--- src/rtl/cpu_clk_pkg.sv ---
// rtl/cpu_clk_pkg.sv - shared mode encodings and controller states
package cpu_clk_pkg;

  localparam logic [1:0] MODE_HALT  = 2'b00;
  localparam logic [1:0] MODE_RUN   = 2'b01;
  localparam logic [1:0] MODE_STEP  = 2'b10;
  localparam logic [1:0] MODE_BURST = 2'b11;

  typedef enum logic [2:0] {
    ST_HOLD,
    ST_HALT,
    ST_RUN,
    ST_STEP,
    ST_BURST
  } cpu_state_e;

  function automatic cpu_state_e mode_state(input logic [1:0] m);
    case (m)
      MODE_HALT: return ST_HALT;
      MODE_RUN:  return ST_RUN;
      MODE_STEP: return ST_STEP;
      default:   return ST_BURST;
    endcase
  endfunction

endpackage

--- src/rtl/btn_debounce.sv ---
// rtl/btn_debounce.sv - step button synchroniser, debouncer and rising-edge strobe
module btn_debounce #(
  parameter int DEB_CYCLES = 16
) (
  input  logic clk_i,
  input  logic rst_i,
  input  logic btn_i,
  output logic step_req_o
);
  localparam int CW = $clog2(DEB_CYCLES);

  logic [1:0]    sync_q;
  logic          level_q;
  logic [CW-1:0] cnt_q;
  logic          step_req_q;

  // cnt_q counts consecutive synchronised samples that disagree with the accepted level
  always_ff @(posedge clk_i or posedge rst_i) begin
    if (rst_i) begin
      sync_q     <= '0;
      level_q    <= 1'b0;
      cnt_q      <= '0;
      step_req_q <= 1'b0;
    end else begin
      sync_q     <= {sync_q[0], btn_i};
      step_req_q <= 1'b0;
      if (sync_q[1] == level_q) begin
        cnt_q <= '0;
      end else if (cnt_q == CW'(DEB_CYCLES - 1)) begin
        level_q    <= sync_q[1];
        cnt_q      <= '0;
        step_req_q <= sync_q[1];
      end else begin
        cnt_q <= cnt_q + CW'(1);
      end
    end
  end

  assign step_req_o = step_req_q;

endmodule

--- src/rtl/cpu_clock_ctrl.sv ---
// rtl/cpu_clock_ctrl.sv - CPU advance-strobe controller: reset hold, halt/run/step/burst
module cpu_clock_ctrl
  import cpu_clk_pkg::*;
#(
  parameter int DIV_W      = 24,
  parameter int DEB_CYCLES = 16,
  parameter int BURST_N    = 8,
  parameter int RST_HOLD   = 4,
  parameter int CNT_W      = 16
) (
  input  logic             clk,
  input  logic             reset,
  input  logic [1:0]       mode,
  input  logic [DIV_W-1:0] div_sel,
  input  logic             step_btn,
  output logic             cpu_clk_en,
  output logic             cpu_n_reset,
  output logic             busy,
  output logic [CNT_W-1:0] cycle_count
);
  localparam int HOLD_W = (RST_HOLD > 1) ? $clog2(RST_HOLD) : 1;
  localparam int REM_W  = $clog2(BURST_N + 1);

  cpu_state_e        st_q;
  logic [1:0]        mode_q;
  logic [DIV_W-1:0]  presc_q, presc_d;
  logic [HOLD_W-1:0] hold_q;
  logic [REM_W-1:0]  rem_q;
  logic              busy_q, en_q, nrst_q;
  logic [CNT_W-1:0]  cyc_q;
  logic              step_req, tick, mode_chg, burst_load;

  btn_debounce #(.DEB_CYCLES(DEB_CYCLES)) u_btn (
    .clk_i      (clk),
    .rst_i      (reset),
    .btn_i      (step_btn),
    .step_req_o (step_req)
  );

  // A burst load parks the prescaler on its terminal value so the first pulse leaves next cycle
  always_comb begin
    tick       = (presc_q == div_sel);
    mode_chg   = (st_q != ST_HOLD) && (mode != mode_q);
    burst_load = (st_q == ST_BURST) && !busy_q && step_req && !mode_chg;
    presc_d    = tick ? '0 : presc_q + DIV_W'(1);
    if ((st_q == ST_HOLD) || mode_chg) begin
      presc_d = '0;
    end else if (burst_load) begin
      presc_d = div_sel;
    end
  end

  always_ff @(posedge clk or posedge reset) begin
    if (reset) begin
      st_q    <= ST_HOLD;
      mode_q  <= MODE_HALT;
      presc_q <= '0;
      hold_q  <= '0;
      rem_q   <= '0;
      busy_q  <= 1'b0;
      en_q    <= 1'b0;
      nrst_q  <= 1'b0;
      cyc_q   <= '0;
    end else begin
      mode_q  <= mode;
      presc_q <= presc_d;
      en_q    <= 1'b0;
      if (!nrst_q) begin
        cyc_q <= '0;
      end else if (en_q) begin
        cyc_q <= cyc_q + CNT_W'(1);
      end
      if (st_q == ST_HOLD) begin
        if (hold_q == HOLD_W'(RST_HOLD - 1)) begin
          st_q   <= mode_state(mode);
          nrst_q <= 1'b1;
        end else begin
          hold_q <= hold_q + HOLD_W'(1);
        end
      end else if (mode_chg) begin
        st_q   <= mode_state(mode);
        busy_q <= 1'b0;
        rem_q  <= '0;
      end else begin
        case (st_q)
          ST_RUN:  en_q <= tick;
          ST_STEP: en_q <= step_req;
          ST_BURST: begin
            if (busy_q) begin
              if (tick) begin
                en_q  <= 1'b1;
                rem_q <= rem_q - REM_W'(1);
                if (rem_q == REM_W'(1)) begin
                  busy_q <= 1'b0;
                end
              end
            end else if (burst_load) begin
              busy_q <= 1'b1;
              rem_q  <= REM_W'(BURST_N);
            end
          end
          default: en_q <= 1'b0;
        endcase
      end
    end
  end

  assign cpu_clk_en  = en_q;
  assign cpu_n_reset = nrst_q;
  assign busy        = busy_q;
  assign cycle_count = cyc_q;

endmodule

--- config.mk ---
export PLATFORM = sky130hd
export DESIGN_NAME = cpu_clock_ctrl
export DESIGN_NICKNAME = d
export VERILOG_FILES = /design/src/rtl/cpu_clk_pkg.sv /design/src/rtl/btn_debounce.sv /design/src/rtl/cpu_clock_ctrl.sv
export SDC_FILE = /design/constraint.sdc
export NUM_CORES = 1
export LEC_CHECK = 0
export CAP_MARGIN = 15
export CORE_MARGIN = 4
export CORE_UTILIZATION = 45
export CTS_BUF_LIST = sky130_fd_sc_hd__clkbuf_16
export DETAILED_ROUTE_END_ITERATION = 7
export PLACE_DENSITY = 0.75
export SYNTH_ARGS = -nofsm -noshare
export SYNTH_HDL_FRONTEND = slang
export SYNTH_SLANG_ARGS = --single-unit
--- constraint.sdc ---
create_clock -name clk -period 3.9 [get_ports clk]
set_clock_uncertainty 0.05 [all_clocks]
set_input_delay 1.17 -clock clk [delete_from_list [all_inputs] [get_ports clk]]
set_output_delay 1.17 -clock clk [all_outputs]
set_load 0.03 [all_outputs]
Yosys cells after proc, flatten, opt, wreduce, memory -nomap -nowiden

Index checks and enable logic that the tools add are counted.

Bitwise operators: 3
Reduce and logical (&&, ||, !) cells: 19
Equal/unequal tests: 14
Add/subtract/negate cells: 5
Multiplexer cells: 29

Operators by type and width:

| cell                  | number |
|---|---|
| $mux 24               | 3 |
| $mux 16               | 2 |
| $mux 4                | 7 |
| $add 24x1->24 const B | 1 |
| $eq 24x24->1          | 1 |
| $add 16x1->16 const B | 1 |
| $mux 1                | 12 |
| $reduce_and 2->1      | 5 |
| $mux 3                | 3 |
| $pmux 3 s3            | 1 |
| $eq 3x2->1 const B    | 2 |
| $reduce_bool 3->1     | 2 |
| $add 4x1->4 const B   | 1 |
| $eq 2x2->1 const B    | 2 |
| $eq 4x1->1 const B    | 1 |
| $eq 4x4->1 const B    | 1 |
| $logic_and 1x1->1     | 4 |
| $reduce_and 4->1      | 1 |
| $reduce_bool 2->1     | 2 |
| $sub 4x1->4 const B   | 1 |
| $eq 3x3->1 const B    | 1 |
| $logic_not 3->1       | 1 |
| $ne 3x1->1 const B    | 1 |
| $not 1->1             | 3 |
| other kinds (10)      | 11 |

Output and inout bits: 19
Bits of input ports: 29
Register bits: 62
Word-level logic and storage cells: 83

Logic depth before layout (Yosys ltp)

Depth in word-level cells: 8
Depth in mapped cells: 8
Depth with buffers taken out: 7

Modules after synthesis

Synthesis repeated with hierarchy kept, for this count alone.

Cell total of the unflattened synthesis: 382
Area, all modules: 3,554.7 µm²

By module, submodules not included:

| module         | seq. area each (µm²) | area each (µm²) | cells an instance | instances |
|---|---|---|---|---|
| cpu_clock_ctrl | 1,351.3              | 3,248.1         | 361               | 1 |
| btn_debounce   | 200.2                | 306.5           | 21                | 1 |

Worst setup path before layout

OpenSTA, ideal clock, no wires.

Path type: in2reg
From: input mode[1]
To: register presc_q[13]
Buffers on the path: 2
Stages on the path: 7
Data required time: 3,776 ps
Library setup time: 74 ps
Setup slack: 1,364 ps
Arrival time: 2,412 ps
Path through: xor2_1 nor2_1 and3_1 buf_2 clkbuf_1 nand2_1 o21ai_2

Word-level cells in the longest chain between the ends: 6
Elaborated cells between the ends (all ways): 7
Those cells by class: eq/ne: 1; mux: 2; reduce/logical: 4

Ends and longest elaborated chain:

| element                | line                 | source |
|---|---|---|
| start: declaration     | cpu_clock_ctrl.sv:13 | `input logic [1:0] mode,` |
| $ne 2x2->1 *           | cpu_clock_ctrl.sv:43 | `mode_chg = (st_q != ST_HOLD) && (mode != mode_q);` |
| $logic_and 1x1->1 *    | cpu_clock_ctrl.sv:43 |  |
| $logic_not 1->1        | cpu_clock_ctrl.sv:44 | `burst_load = (st_q == ST_BURST) && !busy_q && step_req && !mode_chg;` |
| $logic_and 1x1->1      | cpu_clock_ctrl.sv:44 |  |
| $mux 24                | cpu_clock_ctrl.sv:48 | `end else if (burst_load) begin` |
| $mux 24 *              | cpu_clock_ctrl.sv:46 | `if ((st_q == ST_HOLD) \|\| mode_chg) begin` |
| net presc_d[13]        | cpu_clock_ctrl.sv:26 | `logic [DIV_W-1:0] presc_q, presc_d;` |
| end signal: assignment | cpu_clock_ctrl.sv:66 | `presc_q <= presc_d;` |
| end: declaration       | cpu_clock_ctrl.sv:26 |  |

The timed path passes the listed nets; every way through them passes the cells marked *.
A chain may end at the register's enable or synchronous reset.

Final worst setup path

From: input div_sel[13]
To: register presc_q[4]

Word-level cells in the longest chain between the ends: 4

Ends and longest elaborated chain:

| element            | line                 | source |
|---|---|---|
| start: declaration | cpu_clock_ctrl.sv:14 | `input logic [DIV_W-1:0] div_sel,` |
| $eq 24x24->1       | cpu_clock_ctrl.sv:42 | `tick = (presc_q == div_sel);` |
| $mux 24            | cpu_clock_ctrl.sv:45 | `presc_d = tick ? '0 : presc_q + DIV_W'(1);` |
| $mux 24            | cpu_clock_ctrl.sv:48 |  |
| $mux 24            | cpu_clock_ctrl.sv:46 |  |
| net presc_d[4]     | cpu_clock_ctrl.sv:26 |  |

The timed path passes the listed nets, and every way through them passes these cells.

==> flow_summary.json <==
{
  "drc_errors": 0,
  "switching_share_pct": 23.5,
  "boundaryPins": 48,
  "cts_tree": "built",
  "post-cts-setup-buffers": 0,
  "place_congestion": 0.857,
  "diodes": 0,
  "critical_path.cell_chain": "clkdlybuf4s50_1, xor2_1, nor4_1, nand4_1, nor2_2, or3_4, o21ai_0",
  "placement.io_buffers": 47,
  "synth.top_cell.area_share_pct": 44.5,
  "cts_buffers": 9,
  "rsz0062_at_grt": "no",
  "fill_cells": 626,
  "num_vias": 2640,
  "wl_um": 7360,
  "coreArea_um2": 7410,
  "yosysTopAreaCell": "dfrtp_1",
  "pwr-share-comb_pct": 8.6,
  "cts_hold_buf": 0,
  "multi_input_area_um2": 1840,
  "leakagePower_nw": 1.87,
  "cts_resized": 0,
  "slowest_delay_ps": 440,
  "wl_per_cell_um": 14.5,
  "synth_nets": 388,
  "slew_headroom_pct": 58.2,
  "synth_most_common_cell": "dfrtp_1",
  "tightest_slew_ps": 626,
  "sequentialPowerShare_pct": 42.8,
  "finalCriticalPeriod_ps": 3090,
  "fmax_mhz": 323,
  "viasPerCell": 5.20,
  "clock-sinks": 62,
  "synthTopCellsByCount": "dfrtp_1 (62), nand2_1 (47), xor2_1 (47)",
  "hpwl_um": 5250,
  "synth-main-ff-cell": "dfrtp_1",
  "grt_pass1_wl_um": 12000,
  "drtIter0Drc": 71,
  "finalNonFillerCells": 508,
  "cts_buffer_depth": 2,
  "netlist_instances": 350,
  "utilization_pct": 58.6,
  "htreeDepth": 3,
  "reg2reg_slack_ps": 1610,
  "setup_violations": 0,
  "register_area_um2": 1550,
  "clockPowerShare_pct": 48.6,
  "synthesis.area_um2": 3490,
  "cp-end-kind": "flop",
  "slew_viol_final": 0,
  "ys_warn_count": 0,
  "synth_edf_count": 0,
  "holdCritPathClass": "reg -> reg",
  "critical_path.max_fanout": 24,
  "nets": 442,
  "start_util_pct": 47.1,
  "areaGrowthSynthToFinish_pct": 24.4,
  "period_share_pct": 79.3,
  "crit_path_start_kind": "input pin",
  "die_h_um": 96.0,
  "synth-seq-cells": 62,
  "outcome": "finished, final reports clean",
  "cpMaxStageDelayCell": "clkdlybuf4s50_1",
  "required_ps": 4030,
  "grt_max_degree": 29,
  "p_total_mw": 1.56,
  "ys_seq_area_share_pct": 44.5,
  "crit_arrival_ps": 3230,
  "tns_ps": 0,
  "drtPass1Iterations": 4,
  "track_usage_pct": 17.2,
  "dpl.cell_count": 492,
  "grt-ovfl-total": 0,
  "drive_gt1_share_pct": 13.4,
  "maxCapViolCount": 0,
  "powerDensity_nw_per_um2": 361,
  "async_flop_share_pct": 100,
  "cell_internal_pwr_mw": 1.20,
  "ant_nets": 0,
  "synthTopCellsByArea": "dfrtp_1 (44%), xor2_1 (12%), o21ai_2 (5.3%), nand2_1 (5.1%), xnor2_1 (4.3%)",
  "dieWidth_um": 96.0,
  "rows": 31,
  "synthDistinctLibCells": 45,
  "finalHoldViolations": 0,
  "grt_pass1_vias": 2552,
  "antenna_found_initial": 0,
  "p_sw_mw": 0.367,
  "worstSkewPairLatency_ps": 320,
  "dieArea_um2": 9220,
  "cts-root-buf": "clkbuf_16",
  "path_class": "in -> reg",
  "vdd_drop_max_mv": 0.228,
  "cts.clk_slew.worst_paths_ps": 50,
  "synth_area_per_cell_um2": 9.96
}
[cell type report]
cell class	instances	area share, %
inverters	11	0.952
multi-input cells	269	42.4
well taps	99	2.86
repair buffers	51	11.5
clock buffers	9	5.19
flip-flops and latches	62	35.8
clock inverters	7	1.33
[power by group through the flow]
| stage | Sequential, mW | Clock [mW] | Combinational (mW) |
|---|---|---|---|
| after floorplan | 0.676 | 0 | 0.0808 |
| after global placement | 0.679 | 0 | 0.132 |
| after detailed placement | 0.680 | 0 | 0.135 |
| after CTS | 0.669 | 0.774 | 0.136 |
| after global routing | 0.670 | 0.809 | 0.149 |
| final | 0.669 | 0.760 | 0.135 |
[per-layer routing]
metal | vias to the layer above | wire length [um] | track usage (%)
met4 | 0 | 157 | 6.87
met2 | 42 | 3530 | 27.6
met5 | - | 0 | 0
li1 | 1311 | - | -
met1 | 1273 | 3430 | 22.3
met3 | 14 | 237 | 4.22
[flip-flops by register name (all words and copies together) (netlist names)]
signal and flops:
busy 1, cycle_count 16, rem_q 4, cpu_n_reset 1, u_btn.sync_q 2, u_btn.level_q 1
st_q 3, u_btn.step_req_o 1, u_btn.cnt_q 4, mode_q 2, hold_q 2, cpu_clk_en 1
presc_q 24
[cells in the final DEF, fill, tap and decap left out, types with 2 or more instances in the layout]
cell             Yosys  routed
a21oi_1              4       4
and2_1              12      12
and3_1               6       6
and4_1               2       2
buf_4                0       4
clkbuf_16            0       9
clkdlybuf4s50_1      0      47
clkinv_2             0       4
dfrtp_1             62      62
ha_1                 9       9
inv_1               11      12
mux2_2               5       5
nand2_1             47      47
nand3_1             13      13
nand4_1             11      11
nand4b_1             2       2
nor2_1              16      16
nor2b_1              4       4
nor3_1               4       4
nor3b_1              3       3
nor4_1               6       6
o21ai_0             16      16
o21ai_2             21      21
or3_1                3       3
or3_4                2       2
xnor2_1             17      17
xor2_1              47      47
[cells by family (layout without fill, tap and decap cells)]
family / count (synthesis) / after routing / synth area share, %
adders and majority gates: 9 / 9 / 3.23
buffers and inverters: 19 / 78 / 2.80
AOI/OAI and AO/OA: 50 / 50 / 10.2
DFF: 62 / 62 / 44.5
xor gates and xnor gates: 64 / 64 / 16.1
and+or+nand+nor: 140 / 140 / 21.4
muxes: 6 / 6 / 1.90
[worst paths after layout]
check | startpoint | end | cells after the start
worst max-delay path | div_sel[13] | presc_q[4]$_DFF_PP0_ | 7
max in group asynchronous | reset | u_btn.sync_q[1]$_DFF_PP0_ | 3
worst max register to register | presc_q[13]$_DFF_PP0_ | presc_q[4]$_DFF_PP0_ | 6
worst min register to register | u_btn.sync_q[0]$_DFF_PP0_ | u_btn.sync_q[1]$_DFF_PP0_ | 0
worst min-delay path | u_btn.sync_q[0]$_DFF_PP0_ | u_btn.sync_q[1]$_DFF_PP0_ | 0
min in group asynchronous | reset | cycle_count[8]$_DFFE_PP0P_ | 2
[critical path, delay by kind of cell]
kind | cells | cell delay (ps)
buffers and inverters | 1 | 440
AOI/OAI and AO/OA | 1 | 160
xor gates and xnor gates | 1 | 150
and+or+nand+nor | 4 | 1290
[through the flow]
stage / cell area [um2] / hold slack, ps / setup WS, ps
after CTS: 4340 / 315 / 818
after global routing: 4340 / 318 / 684
after global placement: 4060 / 287 / 544
after detailed placement: 4060 / 301 / 473
final: 4340 / 310 / 806
after floorplan: 3490 / 281 / 1140
Note: power is estimated with default switching activity, not from simulation.
